## src/rtl/mem_arbiter.sv

```systemverilog
// Two-port memory arbiter: instruction fetch and data access share one memory
// port, ties alternate round-robin, and a stalled transfer is aborted after TIMEOUT cycles.
module mem_arbiter #(
  parameter int TIMEOUT = 16
) (
  input  logic        clk,
  input  logic        reset,
  input  logic        i_req,
  input  logic [31:0] i_addr,
  output logic [31:0] i_rdata,
  output logic        i_ack,
  input  logic        d_req,
  input  logic        d_we,
  input  logic [31:0] d_addr,
  input  logic [31:0] d_wdata,
  output logic [31:0] d_rdata,
  output logic        d_ack,
  output logic        m_req,
  output logic        m_we,
  output logic [31:0] m_addr,
  output logic [31:0] m_wdata,
  input  logic [31:0] m_rdata,
  input  logic        m_ready,
  output logic        err,
  output logic [1:0]  grant
);

  // Wide enough to hold TIMEOUT itself, since the abort fires when the count reaches it.
  localparam int CW = $clog2(TIMEOUT + 1);

  typedef enum logic [2:0] {
    IDLE,
    BUSY_I,
    BUSY_D,
    DONE_I,
    DONE_D
  } state_t;

  state_t        state_q, state_d;
  logic          last_data_q, last_data_d;
  logic [CW-1:0] wait_cnt_q, wait_cnt_d;
  logic [31:0]   addr_q, addr_d;
  logic [31:0]   wdata_q, wdata_d;
  logic          we_q, we_d;
  logic          timed_out_q, timed_out_d;
  logic [31:0]   i_rdata_q, i_rdata_d;
  logic [31:0]   d_rdata_q, d_rdata_d;
  logic          pick_data;
  logic          busy;
  logic          done;

  // On a tie the port that did not win last time gets the grant.
  always_comb begin
    pick_data = 1'b0;
    if (i_req && d_req) begin
      pick_data = !last_data_q;
    end else begin
      pick_data = d_req;
    end
  end

  always_comb begin
    state_d     = state_q;
    last_data_d = last_data_q;
    wait_cnt_d  = wait_cnt_q;
    addr_d      = addr_q;
    wdata_d     = wdata_q;
    we_d        = we_q;
    timed_out_d = timed_out_q;
    i_rdata_d   = i_rdata_q;
    d_rdata_d   = d_rdata_q;

    case (state_q)
      IDLE: begin
        if (i_req || d_req) begin
          wait_cnt_d  = '0;
          timed_out_d = 1'b0;
          last_data_d = pick_data;
          if (pick_data) begin
            state_d = BUSY_D;
            addr_d  = d_addr;
            we_d    = d_we;
            wdata_d = d_wdata;
          end else begin
            state_d = BUSY_I;
            addr_d  = i_addr;
            we_d    = 1'b0;
            wdata_d = '0;
          end
        end
      end

      BUSY_I, BUSY_D: begin
        if (m_ready) begin
          if (state_q == BUSY_I) begin
            state_d   = DONE_I;
            i_rdata_d = m_rdata;
          end else begin
            state_d = DONE_D;
            if (!we_q) begin
              d_rdata_d = m_rdata;
            end
          end
        end else begin
          wait_cnt_d = wait_cnt_q + CW'(1);
          if (wait_cnt_d == CW'(TIMEOUT)) begin
            timed_out_d = 1'b1;
            if (state_q == BUSY_I) begin
              state_d = DONE_I;
            end else begin
              state_d = DONE_D;
            end
          end
        end
      end

      DONE_I, DONE_D: begin
        state_d = IDLE;
      end

      default: begin
        state_d = IDLE;
      end
    endcase
  end

  always_ff @(posedge clk) begin
    if (reset) begin
      state_q     <= IDLE;
      last_data_q <= 1'b0;
      wait_cnt_q  <= '0;
      addr_q      <= '0;
      wdata_q     <= '0;
      we_q        <= 1'b0;
      timed_out_q <= 1'b0;
      i_rdata_q   <= '0;
      d_rdata_q   <= '0;
    end else begin
      state_q     <= state_d;
      last_data_q <= last_data_d;
      wait_cnt_q  <= wait_cnt_d;
      addr_q      <= addr_d;
      wdata_q     <= wdata_d;
      we_q        <= we_d;
      timed_out_q <= timed_out_d;
      i_rdata_q   <= i_rdata_d;
      d_rdata_q   <= d_rdata_d;
    end
  end

  // All outputs decode from registered state, so none depend on this cycle's inputs.
  always_comb begin
    busy = (state_q == BUSY_I) || (state_q == BUSY_D);
    done = (state_q == DONE_I) || (state_q == DONE_D);
  end

  assign m_req   = busy;
  assign m_we    = busy && we_q;
  assign m_addr  = addr_q;
  assign m_wdata = wdata_q;
  assign i_ack   = (state_q == DONE_I);
  assign d_ack   = (state_q == DONE_D);
  assign err     = done && timed_out_q;
  assign grant   = {(state_q == BUSY_D) || (state_q == DONE_D),
                    (state_q == BUSY_I) || (state_q == DONE_I)};
  assign i_rdata = i_rdata_q;
  assign d_rdata = d_rdata_q;

endmodule

```

## config.mk

```make
export PLATFORM = sky130hd
export DESIGN_NAME = mem_arbiter
export DESIGN_NICKNAME = d
export VERILOG_FILES = /design/src/rtl/mem_arbiter.sv
export SDC_FILE = /design/constraint.sdc
export NUM_CORES = 1
export LEC_CHECK = 0
export ABC_AREA = 1
export BUFFER_PORTS_ARGS = -buffer_cell sky130_fd_sc_hd__buf_4
export CAP_MARGIN = 20
export CORE_MARGIN = 2
export CORE_UTILIZATION = 49
export DETAILED_ROUTE_END_ITERATION = 8
export PLACE_DENSITY = 0.83
export SLEW_MARGIN = 20
export SYNTH_ARGS = -nofsm -noshare
export SYNTH_HDL_FRONTEND = slang
export SYNTH_SLANG_ARGS = --single-unit
```

## constraint.sdc

```tcl
create_clock -name clk -period 2.29 [get_ports clk]
set_input_delay 0.458 -clock clk [delete_from_list [all_inputs] [get_ports clk]]
set_output_delay 0.458 -clock clk [all_outputs]
set_load 0.01 [all_outputs]
```

---- Yosys cells after proc, flatten, opt, wreduce, memory -nomap -nowiden ----
Index checks and enable logic that the tools add are counted.
storage, ports and cells
  flip-flop bits (word level) ............. 139
  bits of input ports ..................... 134
  output and inout bits ................... 135
  logic and storage cells ................. 56
cells by class
  add/subtract/negate cells ............... 1
  equality and inequality tests ........... 9
  mux-type cells .......................... 17
  bitwise logic cells ..................... 2
  reduce and logical (&&, ||, !) cells .... 18
operators by type and width
  kind                 number
  $mux 32              2
  $mux 3               4
  $mux 5               2
  $pmux 5 s2           1
  $reduce_and 4->1     2
  $eq 3x2->1 const B   2
  $ne 2x2->1 const B   3
  $pmux 3 s2           1
  $reduce_and 3->1     2
  $add 5x1->5 const B  1
  $eq 5x5->1 const B   1
  $logic_or 1x1->1     5
  $mux 1               5
  $reduce_and 2->1     2
  $eq 3x1->1 const B   1
  $eq 3x3->1 const B   1
  $logic_and 1x1->1    3
  $logic_not 3->1      1
  $ne 3x3->1 const B   1
  $mux 2               1
  $not 1->1            2
  $pmux 1 s2           1
  $reduce_bool 2->1    1
  $reduce_or 2->1      1
  $logic_not 1->1      1

---- Longest topological paths before layout ----
Gate-level depths: netlist of run 1.
  depth after elaboration ................. 5
  gate-level depth with buffers ........... 10
  gate-level depth less buffers ........... 10

---- Least setup slack after synthesis of run 1 ----
No wires, ideal clock.
  path kind ............................... register -> output
  from .................................... register state_q[2]
  to ...................................... output port err
  data arrival time ....................... 1.072 ns
  data required time ...................... 1.832 ns
  setup slack ............................. 0.760 ns
  stages on the path, launching flop included .. 4
  buffers on the path ..................... 0
  path through ............................ dfxtp_1 > inv_1 > nor2_1 > o21a_1
on the way
  longest elaborated chain between the ends .. 3
  elaborated cells between the ends (all ways) .. 4
  those cells by class .................... eq/ne (2); reduce/logical (2)
ends and longest elaborated chain
  element                   RTL line  text
  start: declaration        39        state_t state_q, state_d;
  start signal: assignment  139       state_q <= state_d;
  $eq 3x3->1                -
  named net d_ack           17        output logic d_ack,
  $logic_or 1x1->1          154       done = (state_q == DONE_I) || (state_q == DONE_D);
  $logic_and 1x1->1         163       assign err = done && timed_out_q;
  end: declaration          24        output logic err,
The timed path passes the listed nets, and every way through them passes these cells.

---- Worst setup path in the final report of run 1 ----
  from .................................... register state_q[2]
  to ...................................... output port m_we
on the way
  longest elaborated chain between the ends .. 3
  elaborated cells between the ends (all ways) .. 4
  those cells by class .................... eq/ne (2); reduce/logical (2)
ends and longest elaborated chain
  element                                          RTL line  text
  $eq 3x1->1 / $eq 3x2->1 (equally long branches)  153       busy = (state_q == BUSY_I) || (state_q == BUSY_D);
  $logic_or 1x1->1 *                               153
  $logic_and 1x1->1 *                              158       assign m_we = busy && we_q;
  end: declaration                                 19        output logic m_we,
Mark *: on every way between the ends. The rest lies on a longest branch, timed or not.

==> results of run 1 <==
[metal layers]
metal  part of all wire (%)  track usage (%)  routed length (um)
met1                     38             31.9                6620
met2                     49             47.6                8420
met3                     10             10.8                1740
met4                    3.0             11.3                 522
met5                      0                0                   0
[synth_stat cells, types with 11 or more instances]
| master | number |
|---|---|
| sky130_fd_sc_hd__nand2_1 | 144 |
| sky130_fd_sc_hd__dfxtp_1 | 139 |
| sky130_fd_sc_hd__a21oi_1 | 125 |
| sky130_fd_sc_hd__nor2_1 | 68 |
| sky130_fd_sc_hd__o21ai_0 | 62 |
| sky130_fd_sc_hd__nand3_1 | 40 |
| sky130_fd_sc_hd__clkbuf_1 | 27 |
| sky130_fd_sc_hd__a21oi_2 | 16 |
| sky130_fd_sc_hd__inv_1 | 12 |
| sky130_fd_sc_hd__buf_2 | 11 |
| sky130_fd_sc_hd__nand2_2 | 11 |
[final cells by class]
class	instances	area share [%]
flip-flops and latches	139	34.5
multi-input cells	487	28.9
repair buffers	277	26.1
clock buffers	26	6.17
well taps	140	2.17
clock inverters	6	1.33
inverters	18	0.868
[worst max-delay path, cell delays in order, from the launching register on]
cell                      delay [ns]
sky130_fd_sc_hd__dfxtp_1        0.53
sky130_fd_sc_hd__inv_1          0.15
sky130_fd_sc_hd__nand3_2        0.13
sky130_fd_sc_hd__nand2_4        0.09
sky130_fd_sc_hd__inv_2          0.09
sky130_fd_sc_hd__nor2_1         0.04
sky130_fd_sc_hd__buf_4          0.14
[stage by stage]
step	setup slack, ns	utilization [%]	cell area, um2
detailed placement	0.412	68.9	7470
floorplan	0.760	-	5460
finish	0.144	74.5	8070
global route	0.0397	74.5	8070
CTS	0.123	74.5	8070
global placement	0.452	68.9	7470
[flip-flops by register name, summed over array words and instances (netlist names)]
| signal | flops |
|---|---|
| state_q | 3 |
| d_rdata | 32 |
| m_wdata | 32 |
| we_q | 1 |
| timed_out_q | 1 |
| m_addr | 32 |
| last_data_q | 1 |
| wait_cnt_q | 5 |
| i_rdata | 32 |
[power by group through the flow]
| stage | clock network (mW) | logic [mW] | registers, mW |
|---|---|---|---|
| after global routing | 2.93 | 4.03 | 3.50 |
| after global placement | 0 | 3.61 | 3.45 |
| after detailed placement | 0 | 3.66 | 3.45 |
| after CTS | 2.82 | 3.68 | 3.42 |
| after floorplan | 0 | 1.87 | 3.69 |
| final | 2.78 | 3.67 | 3.43 |
[logic make-up after synthesis]
group | share of synthesized area (%)
flops | 50.9
compound gates | 20.3
simple gates | 22.2
buf+inv | 6.37
fa+ha+maj | 0.229
[final timing paths]
path	depth (start not counted)	to
worst max register to register	9	m_addr[21]
worst min-delay path	3	i_rdata[18]
worst min register to register	2	m_wdata[29]
worst max-delay path	6	m_we
==> metrics.sh, run 1 <==
HOLD_START='m_rdata[18]'
ANTENNA_FOUND_INITIAL=0
WORST-R2R-SETUP-SLACK_NS=0.33
POSTSYNTHREGISTERBITS=139
CRIT-REG2REG-LAUNCH='state_q[0]'
LAYOUT-DRIVE-GT1-SHARE_PCT=36.6
START_UTIL_PCT=50.4
CLOCK_PATH_BUFFERS=2
HOLD_VIOL_FINAL=0
GRT_FIRST_PASS_WIRELENGTH_UM=26100
RELSLEWSLACK_PCT=28.7
BUFFER_PORTS.INSERTED=268
TOTAL_LEAKAGE_POWER_nW=3.66
YS_TOP_CELLS_BY_AREA='sky130_fd_sc_hd__dfxtp_1, sky130_fd_sc_hd__a21oi_1, sky130_fd_sc_hd__nand2_1, sky130_fd_sc_hd__o21ai_0, sky130_fd_sc_hd__nor2_1'
WORST_EP_ARRIVAL_TIME_NS=1.69
PERIOD_NEEDED_NS=2.15
POWER.SHARE.CLOCK_PCT=28.2
CELLPOWERDENSITY_nW_PER_UM2=1220
NUM-NETS-FINAL=1075
TIMING.CRITICAL_PATH.REQUIRED_NS=1.83
FINCLKSKEW_NS=0.00873
IR_DROP_V=0.000720
FINAL_CELL_MIX='sky130_fd_sc_hd__buf_4, sky130_fd_sc_hd__nand2_1, sky130_fd_sc_hd__dfxtp_1'
START_KIND='flop'
SYNTH.NET_COUNT=829
CTS_SINKS=139
INTERNAL_POWER_SUMMED_OVER_ALL_CELLS_mW=6.40
GRT_PASS1_VIAS=5280
MIN-DELAY-PATH-CLASS='in -> reg'
N_FILL_CELL=854
SETUP-TNS-FINAL_NS=0
TOTAL_AREA_OF_MULTI_INPUT_COMBINATIONAL_CELLS_UM2=2330
FINALSETUPVIOLATIONS=0
AREA_DELTA_SYNTH_FINAL_PCT=47.7
POST_DETAILED_ROUTE_WIRELENGTH_PER_CELL_UM=15.8
CTSROOTBUFFERMASTER='sky130_fd_sc_hd__clkbuf_8'
IO-PIN-COUNT=269
CORE-AREA_UM2=10800
POWER_SWITCHING_SHARE_PCT=35.2
SYNTHESIS.AREA_UM2=5460
DP_HPWL_UM=11700
POST_CTS_RESIZE_COUNT=0
ROUTED-VIA-COUNT=5648
HOLD_BUFFERS=0
YOSYSWARNINGS=0
WORST_HOLD_SLACK_NS=0.168
PLACE_CONGESTION=0.833
SYNTHFLOPTYPE='sky130_fd_sc_hd__dfxtp_1'
SYNTH_ENABLE_FLOP_CELLS=0
NETLIST.AREA_LEADER.SHARE_PCT=50.9
DIE_HEIGHT_UM=110
CRIT_PATH_START='state_q[2]'
UNREPAIRED_SETUP_ENDPOINTS_AFTER_GLOBAL_ROUTING='false'
DIE_X_UM=110
GRT_USE_TOTAL_PCT=28.1
DPL.CELL_COUNT=1061
ANTENNADIODECOUNT=0
SYNTH_TOP_AREA_CELL='sky130_fd_sc_hd__dfxtp_1'
FINAL_CELLS=1093
GLOBALROUTE.TOTALOVERFLOW=0
DRT_ITER0_DRC=497
HTREE_NUM_LEVELS=4
DETAILEDROUTE.FIRSTPASSITERATIONCOUNT=5
SYNTH_CELL_TYPE_COUNT=28
AVGSYNTHCELLAREA_UM2=7.87
PLACEMENT_ROWS=38
MAXIMUM_NUMBER_OF_PINS_ON_ONE_NET_BEFORE_GLOBAL_ROUTE_REPAIR=67
FMAXACHIEVABLE_MHz=466
POST_CTS_BUFFERS=0
P_TOTAL_mW=9.88
POWER.SHARE.SEQUENTIAL_PCT=34.7
ANT_NETS=0
POWER_SWITCHING_mW=3.48
STATUS='complete, no violations'
REGAREA_UM2=2780
DETAIL_ROUTED_VIA_COUNT_PER_CELL=5.17
CTS_MADE_BUFFERS=17
CLK_PIN_SLEW_NS=0.06
DRV_SLEW=0
FLOORPLAN.DIE_AREA_UM2=12000
ROUTE.DETAILED.DRC=0
CAPTURING_ELEMENT_TYPE_OF_THE_CRITICAL_PATH='primary output'
CRITICALPATHCATEGORY='reg -> out'
MAXIMUM_FANOUT_ALONG_THE_WORST_PATH=5
FINAL_COMMON_CELL='sky130_fd_sc_hd__buf_4'
POST-ROUTE-PERIOD-UTIL_PCT=93.7
TRITONCTS='done'
SYN_INST=694
REGISTER_AREA_SHARE_AFTER_SYNTHESIS_PCT=50.9
PWR-SHARE-COMB_PCT=37.2
SYNTH_ASYNC_SR_FLOP_SHARE_PCT=0
ROUTED_WIRELENGTH_UM=17300
WORSTMARGINPINSLEW_NS=1.07
CLOCK_INSERTION_DELAY_WORST_SKEW_NS=0.52
DRV.MAX_CAP_VIOLATION_COUNT=0
No activity file was read; power rests on OpenSTA's default activity.
==> run 2: changes to the inputs <==
BUFFER_PORTS_ARGS = default   (was -buffer_cell sky130_fd_sc_hd__buf_4)
CORE_UTILIZATION = 50   (was 49)
DONT_BUFFER_PORTS = 1   (was default)
PLACE_DENSITY = 0.66   (was 0.83)
clock period = 1.9 ns   (was 2.29 ns; I/O delays follow)
==> run 2 against run 1 <==
Compared with the run above:
- the flow now finishes with violations (negative hold slack)
- combinational power is 24% lower
- routed wire length is 15% lower
- via count is 13% lower
- count of clock-buffer cells in the layout is 5 lower
- cell area is 18% lower
- sequential share of layout area is 7.5 points higher
- clock skew is 0.0021 ns lower
- power is 9.7% higher
- register-to-register slack worse by 0.11 ns
- final cell count is 20% lower
- global-route usage is 4.3 points lower
- clock power is 24% higher
- critical path type unchanged
- largest power group is now sequential cells
==> metrics.sh, run 2 (synthesis gave the netlist of run 1 again) <==
PLACEMENT_ROWS=38
CRITICALPATHCATEGORY='reg -> out'
GLOBALROUTE.TOTALOVERFLOW=0
TRITONCTS='done'
TOTAL_AREA_OF_MULTI_INPUT_COMBINATIONAL_CELLS_UM2=2360
PWR-SHARE-COMB_PCT=25.7
POWER.SHARE.SEQUENTIAL_PCT=42.5
NUM-NETS-FINAL=861
REGAREA_UM2=2790
DIE_HEIGHT_UM=109
POWER_SWITCHING_mW=3.96
DETAIL_ROUTED_VIA_COUNT_PER_CELL=5.59
WORST_HOLD_SLACK_NS=-0.0457
CP.BUFFERS_INVERTERS=2
CLOCK_PATH_BUFFERS=2
CPMAXSTAGEDELAYCELL='sky130_fd_sc_hd__dfxtp_4'
ANT_NETS=0
DRT_ITER0_DRC=472
FLOORPLAN.DIE_AREA_UM2=11800
HTREE_NUM_LEVELS=4
FINAL_CELLS=878
CLOCK_INSERTION_DELAY_WORST_SKEW_NS=0.51
FINAL_COMMON_CELL='sky130_fd_sc_hd__nand2_1'
DRV_SLEW=0
IR_DROP_V=0.000774
STATUS='finished, violations left'
AREA_DELTA_SYNTH_FINAL_PCT=21.6
CTS_SINKS=139
CELLPOWERDENSITY_nW_PER_UM2=1630
POST_DETAILED_ROUTE_WIRELENGTH_PER_CELL_UM=16.7
ROUTE.DETAILED.DRC=0
DETAILEDROUTE.FIRSTPASSITERATIONCOUNT=5
ROUTED-VIA-COUNT=4907
POWER_SWITCHING_SHARE_PCT=36.6
GRT_FIRST_PASS_WIRELENGTH_UM=21900
PERIOD_NEEDED_NS=1.86
DESIGN_AREA_UM2=6650
START_UTIL_PCT=50.9
GRT_PASS1_VIAS=4524
GRT_USE_TOTAL_PCT=23.9
WORST_EP_ARRIVAL_TIME_NS=1.48
FINAL_CELL_MIX='sky130_fd_sc_hd__nand2_1, sky130_fd_sc_hd__dfxtp_1, sky130_fd_sc_hd__a21oi_1'
FMAXACHIEVABLE_MHz=538
BUFFER_PORTS.INSERTED=0
POST-ROUTE-PERIOD-UTIL_PCT=97.8
IO-PIN-COUNT=269
WORSTREG2REGEND='m_addr[3]'
CRIT-REG2REG-LAUNCH='state_q[0]'
WORSTMARGINPINSLEW_NS=0.434
MIN-DELAY-PATH-CLASS='in -> reg'
START_KIND='flop'
WP_DEPTH=6
RELSLEWSLACK_PCT=71.0
POWER.SHARE.CLOCK_PCT=31.8
CPPEAKSTAGEDELAY_NS=0.38
ENDPOINT='m_we'
CORE-AREA_UM2=10700
INTERNAL_POWER_SUMMED_OVER_ALL_CELLS_mW=6.87
VIOLATED_CHECKS='negative hold slack'
MAXIMUM_FANOUT_ALONG_THE_WORST_PATH=4
CRITICAL_PATH_S_MOST_FREQUENT_CELL='sky130_fd_sc_hd__nor2_4'
MAXIMUM_NUMBER_OF_PINS_ON_ONE_NET_BEFORE_GLOBAL_ROUTE_REPAIR=74
N_FILL_CELL=919
DIE_X_UM=109
FINCLKSKEW_NS=0.00662
TIMING.CRITICAL_PATH.REQUIRED_NS=1.52
CRIT_PATH_CELL_TRACE='inv_4 -> nor2_4 -> nand2_4 -> nand2_8 -> inv_6 -> nor2_4'
CTS_MADE_BUFFERS=17
DPL.CELL_COUNT=798
WORST_R2R_PATH_DEPTH=9
CLK_PIN_SLEW_NS=0.06
WORST-R2R-SETUP-SLACK_NS=0.22
ANTENNA_FOUND_INITIAL=0
CRIT_FAMILY='simple AND/OR/NAND/NOR gates'
LAYOUT-DRIVE-GT1-SHARE_PCT=12.9
ANTENNADIODECOUNT=0
HOLD_VIOL_FINAL=70
PLACE_CONGESTION=0.777
CAPTURING_ELEMENT_TYPE_OF_THE_CRITICAL_PATH='primary output'
DRV.MAX_CAP_VIOLATION_COUNT=0
CTSROOTBUFFERMASTER='sky130_fd_sc_hd__clkbuf_8'
DETAILED_PLACE.AREA_UM2=5490
ROUTED_WIRELENGTH_UM=14700
FINALSETUPVIOLATIONS=0
DP_HPWL_UM=9800
CRIT_PATH_START='state_q[0]'
TOTAL_LEAKAGE_POWER_nW=2.55
UNREPAIRED_SETUP_ENDPOINTS_AFTER_GLOBAL_ROUTING='true'
[run 2: cell types whose count changed in the layout (fill, tap and decap cells not counted), sizes merged]
cell,change
buf,-262
bufinv,+1
clkbuf,-5
clkinv,+1
clkinvlp,+2
dlygate4sd3,+48
[run 2: timing repair]
action / 4_1_cts / 5_1_grt
pin swaps: 3 / 4
endpoints found under the setup margin: 4 / 3
setup buffers: 1 / 0
resized for setup: 6 / 8
hold buffers: 47 / 1
endpoints found under the hold margin: 119 / 73
[run 2: per-layer routing]
layer	global-route usage, %	vias to the layer above	part of all wire (%)
li1	-	2371	-
met1	25.6	2268	38
met2	42.6	243	51
met5	0	-	0
met4	9.80	0	1.7
met3	8.32	25	9.2
[run 2: worst min path at each step]
stage,start,endpoint,slack [ns],cells after the start
floorplan,timed_out_q,timed_out_q,0.44,2
global placement,last_data_q,last_data_q,0.45,2
detailed placement,last_data_q,last_data_q,0.46,2
CTS,reset,d_rdata[5],-0.08,1
global route,reset,d_rdata[27],-0.08,1
finish,reset,d_rdata[1],-0.05,1
[run 2: layout make-up]
class	count	share of cell area (%)
Clock buffer	21	6.91
Clock inverter	10	2.48
Inverter	18	1.17
Multi-Input combinational cell	487	35.5
Sequential cell	139	42.0
Tap cell	140	2.64
Timing Repair Buffer	63	9.30
[run 2: stage by stage]
stage	utilization [%]	TNS, ns	setup slack [ns]	power (mW)	hold WS [ns]
after floorplan	-	0	0.448	6.70	0.439
after global placement	51.1	0	0.309	7.12	0.447
after detailed placement	51.1	0	0.199	7.25	0.455
after CTS	61.5	-0.0322	-0.0192	10.8	-0.0822
after global routing	61.9	-0.0143	-0.0143	11.5	-0.0850
final	61.9	0	0.0416	10.8	-0.0457
[run 2: power groups by stage]
stage                     clock network (mW)  logic (mW)  registers [mW]
final                                   3.44        2.79            4.61
after CTS                               3.50        2.73            4.60
after global routing                    3.63        3.14            4.69
after floorplan                            0        2.25            4.45
after global placement                     0        2.49            4.64
after detailed placement                   0        2.60            4.64
[run 2: worst register-to-register path, cell delays in order (launching register included)]
cell and delay [ns]:
sky130_fd_sc_hd__dfxtp_4 0.36, sky130_fd_sc_hd__nor2_2 0.14, sky130_fd_sc_hd__inv_2 0.09, sky130_fd_sc_hd__nor2_8 0.21
sky130_fd_sc_hd__inv_2 0.09, sky130_fd_sc_hd__nor2_4 0.10, sky130_fd_sc_hd__inv_2 0.05, sky130_fd_sc_hd__buf_12 0.18
sky130_fd_sc_hd__a21oi_1 0.24, sky130_fd_sc_hd__a21oi_1 0.09
==> run 3: changes to the inputs <==
SETUP_SLACK_MARGIN = 0.4   (was default)
==> run 3 against run 2 <==
Compared with the run above:
- the flow still finishes with violations (negative hold slack)
- cell area grew 26%
- die area did not move
- clock skew increased by 0.00060 ns
- hold slack got worse by 0.030 ns
- power rose by 35%
- critical endpoint is now m_addr[4]
- utilization increased by 16 points
- highest routed layer unchanged
- critical path depth is 6 higher
==> metrics.sh, run 3 (synthesis gave the netlist of run 1 again) <==
FINALSETUPVIOLATIONS=0
FMAXACHIEVABLE_MHz=536
CRIT_PATH_CELL_TRACE='buf_12 -> nor2_4 -> inv_4 -> buf_6 -> nor2_8 -> inv_4 -> nor2_4 -> clkinv_4 -> buf_12 -> buf_16 -> a21oi_2 -> a21oi_2'
PERIOD_NEEDED_NS=1.86
HOLD_VIOL_FINAL=35
CRIT_FAMILY='buffers and inverters'
FINAL_CELL_MIX='sky130_fd_sc_hd__dfxtp_1, sky130_fd_sc_hd__nand2_1, sky130_fd_sc_hd__a21oi_1'
REGAREA_UM2=2800
CPPEAKSTAGEDELAY_NS=0.36
DPL.CELL_COUNT=798
CTS_SINKS=139
POST_DETAILED_ROUTE_WIRELENGTH_PER_CELL_UM=21.7
ROUTED-VIA-COUNT=5618
CELLPOWERDENSITY_nW_PER_UM2=1760
FINCLKSKEW_NS=0.00723
DETAILEDROUTE.FIRSTPASSITERATIONCOUNT=5
ANT_NETS=0
FLOORPLAN.DIE_AREA_UM2=11800
CLOCK_PATH_BUFFERS=2
WORST_HOLD_SLACK_NS=-0.0756
DRV_SLEW=0
BUFFER_PORTS.INSERTED=0
GRT_FIRST_PASS_WIRELENGTH_UM=26600
SETUP-TNS-FINAL_NS=0
DETAIL_ROUTED_VIA_COUNT_PER_CELL=5.95
AREA_DELTA_SYNTH_FINAL_PCT=52.8
CTS_MADE_BUFFERS=17
TRITONCTS='done'
GLOBALROUTE.TOTALOVERFLOW=0
ANTENNA_FOUND_INITIAL=0
GRT_PASS1_VIAS=5231
CTSROOTBUFFERMASTER='sky130_fd_sc_hd__clkbuf_8'
GRT_USE_TOTAL_PCT=29.8
ROUTE.DETAILED.DRC=0
IR_DROP_V=0.000811
WORST_EP_ARRIVAL_TIME_NS=2.27
ANTENNADIODECOUNT=0
WORSTMARGINPINSLEW_NS=0.656
CAPTURING_ELEMENT_TYPE_OF_THE_CRITICAL_PATH='flop'
CORE-AREA_UM2=10700
DP_HPWL_UM=9800
POST-ROUTE-PERIOD-UTIL_PCT=98.1
MIN-DELAY-PATH-CLASS='in -> reg'
CPMAXSTAGEDELAYCELL='sky130_fd_sc_hd__dfxtp_4'
LAYOUT-DRIVE-GT1-SHARE_PCT=33.2
TOTAL_AREA_OF_MULTI_INPUT_COMBINATIONAL_CELLS_UM2=2850
DIE_HEIGHT_UM=109
MAXIMUM_NUMBER_OF_PINS_ON_ONE_NET_BEFORE_GLOBAL_ROUTE_REPAIR=74
CP.BUFFERS_INVERTERS=7
FINAL_COMMON_CELL='sky130_fd_sc_hd__dfxtp_1'
RELSLEWSLACK_PCT=56.3
IO-PIN-COUNT=269
HTREE_NUM_LEVELS=4
PLACEMENT_ROWS=38
CLK_PIN_SLEW_NS=0.06
DRT_ITER0_DRC=524
CLOCK_INSERTION_DELAY_WORST_SKEW_NS=0.53
FINAL_CELLS=944
START_KIND='flop'
N_FILL_CELL=666
DIE_X_UM=109
VIOLATED_CHECKS='negative hold slack'
CRITICALPATHCATEGORY='reg -> reg'
TIMING.CRITICAL_PATH.REQUIRED_NS=2.31
DESIGN_AREA_UM2=8350
DETAILED_PLACE.AREA_UM2=5490
PLACE_CONGESTION=0.777
NUM-NETS-FINAL=927
MAXIMUM_FANOUT_ALONG_THE_WORST_PATH=8
ROUTED_WIRELENGTH_UM=20500
TOTAL_LEAKAGE_POWER_nW=3.25
DRV.MAX_CAP_VIOLATION_COUNT=0
START_UTIL_PCT=50.9
UNREPAIRED_SETUP_ENDPOINTS_AFTER_GLOBAL_ROUTING='true'
STATUS='finished, violations left'
-- run 3: changes by cell type in the layout (fill, tap and decap cells not counted), sizes merged --
cell	delta
buf	+53
clkbuf	+5
clkinv	+1
dlygate4sd3	+5
inv	+2
-- run 3: path summary, 6_finish.rpt --
kind	start	to	slack (ns)	cells past startpoint
setup reg to reg	state_q[0]	m_addr[4]	0.04	12
hold / removal	reset	d_rdata[5]	-0.08	1
hold reg to reg	wait_cnt_q[0]	wait_cnt_q[0]	0.49	1
setup / recovery	state_q[0]	m_addr[4]	0.04	12
-- run 3: through the flow --
stage / utilization (%) / total power [mW] / setup WS, ns
after CTS: 71.9 / 13.4 / 0.0252
after global routing: 77.7 / 15.2 / -0.0427
after floorplan: - / 6.70 / 0.448
after detailed placement: 51.1 / 7.25 / 0.199
final: 77.7 / 14.7 / 0.0352
after global placement: 51.1 / 7.12 / 0.309
-- run 3: per-layer routing --
metal / vias up / share of wire (%) / track usage [%]
li1: 2523 / - / -
met1: 2640 / 34 / 29.7
met2: 383 / 53 / 55.1
met3: 72 / 9.4 / 9.46
met4: 0 / 4.0 / 14.7
met5: - / 0 / 0
-- run 3: what timing repair did --
| action | in CTS | in global routing |
|---|---|---|
| cloned | 17 | 6 |
| setup buffers | 28 | 11 |
| resized for setup | 122 | 131 |
| endpoints found under the hold margin | 124 | 73 |
| hold buffers | 52 | 1 |
| pin swaps | 19 | 45 |
| setup endpoints to repair | 97 | 146 |
-- run 3: worst register-to-register path, stage by stage (launching register included) --
cell and delay [ns]:
sky130_fd_sc_hd__dfxtp_4 0.36, sky130_fd_sc_hd__buf_12 0.12, sky130_fd_sc_hd__nor2_4 0.12, sky130_fd_sc_hd__inv_4 0.07
sky130_fd_sc_hd__buf_6 0.12, sky130_fd_sc_hd__nor2_8 0.09, sky130_fd_sc_hd__inv_4 0.05, sky130_fd_sc_hd__nor2_4 0.13
sky130_fd_sc_hd__clkinv_4 0.15, sky130_fd_sc_hd__buf_12 0.16, sky130_fd_sc_hd__buf_16 0.15, sky130_fd_sc_hd__a21oi_2 0.15
sky130_fd_sc_hd__a21oi_2 0.08
-- run 3: layout make-up --
type | instances | area share, %
Timing Repair inverter | 3 | 0.615
Tap cell | 140 | 2.10
Clock inverter | 10 | 1.98
Timing Repair Buffer | 126 | 20.9
Multi-Input combinational cell | 487 | 34.2
Sequential cell | 139 | 33.5
Inverter | 18 | 1.24
Clock buffer | 21 | 5.50
-- run 3: power by group --
part	internal, mW	switching (mW)	leakage [nW]
registers	3.71	1.00	1.14
clock network	2.23	1.26	0.296
logic	3.21	3.24	1.81
total	9.15	5.51	3.25
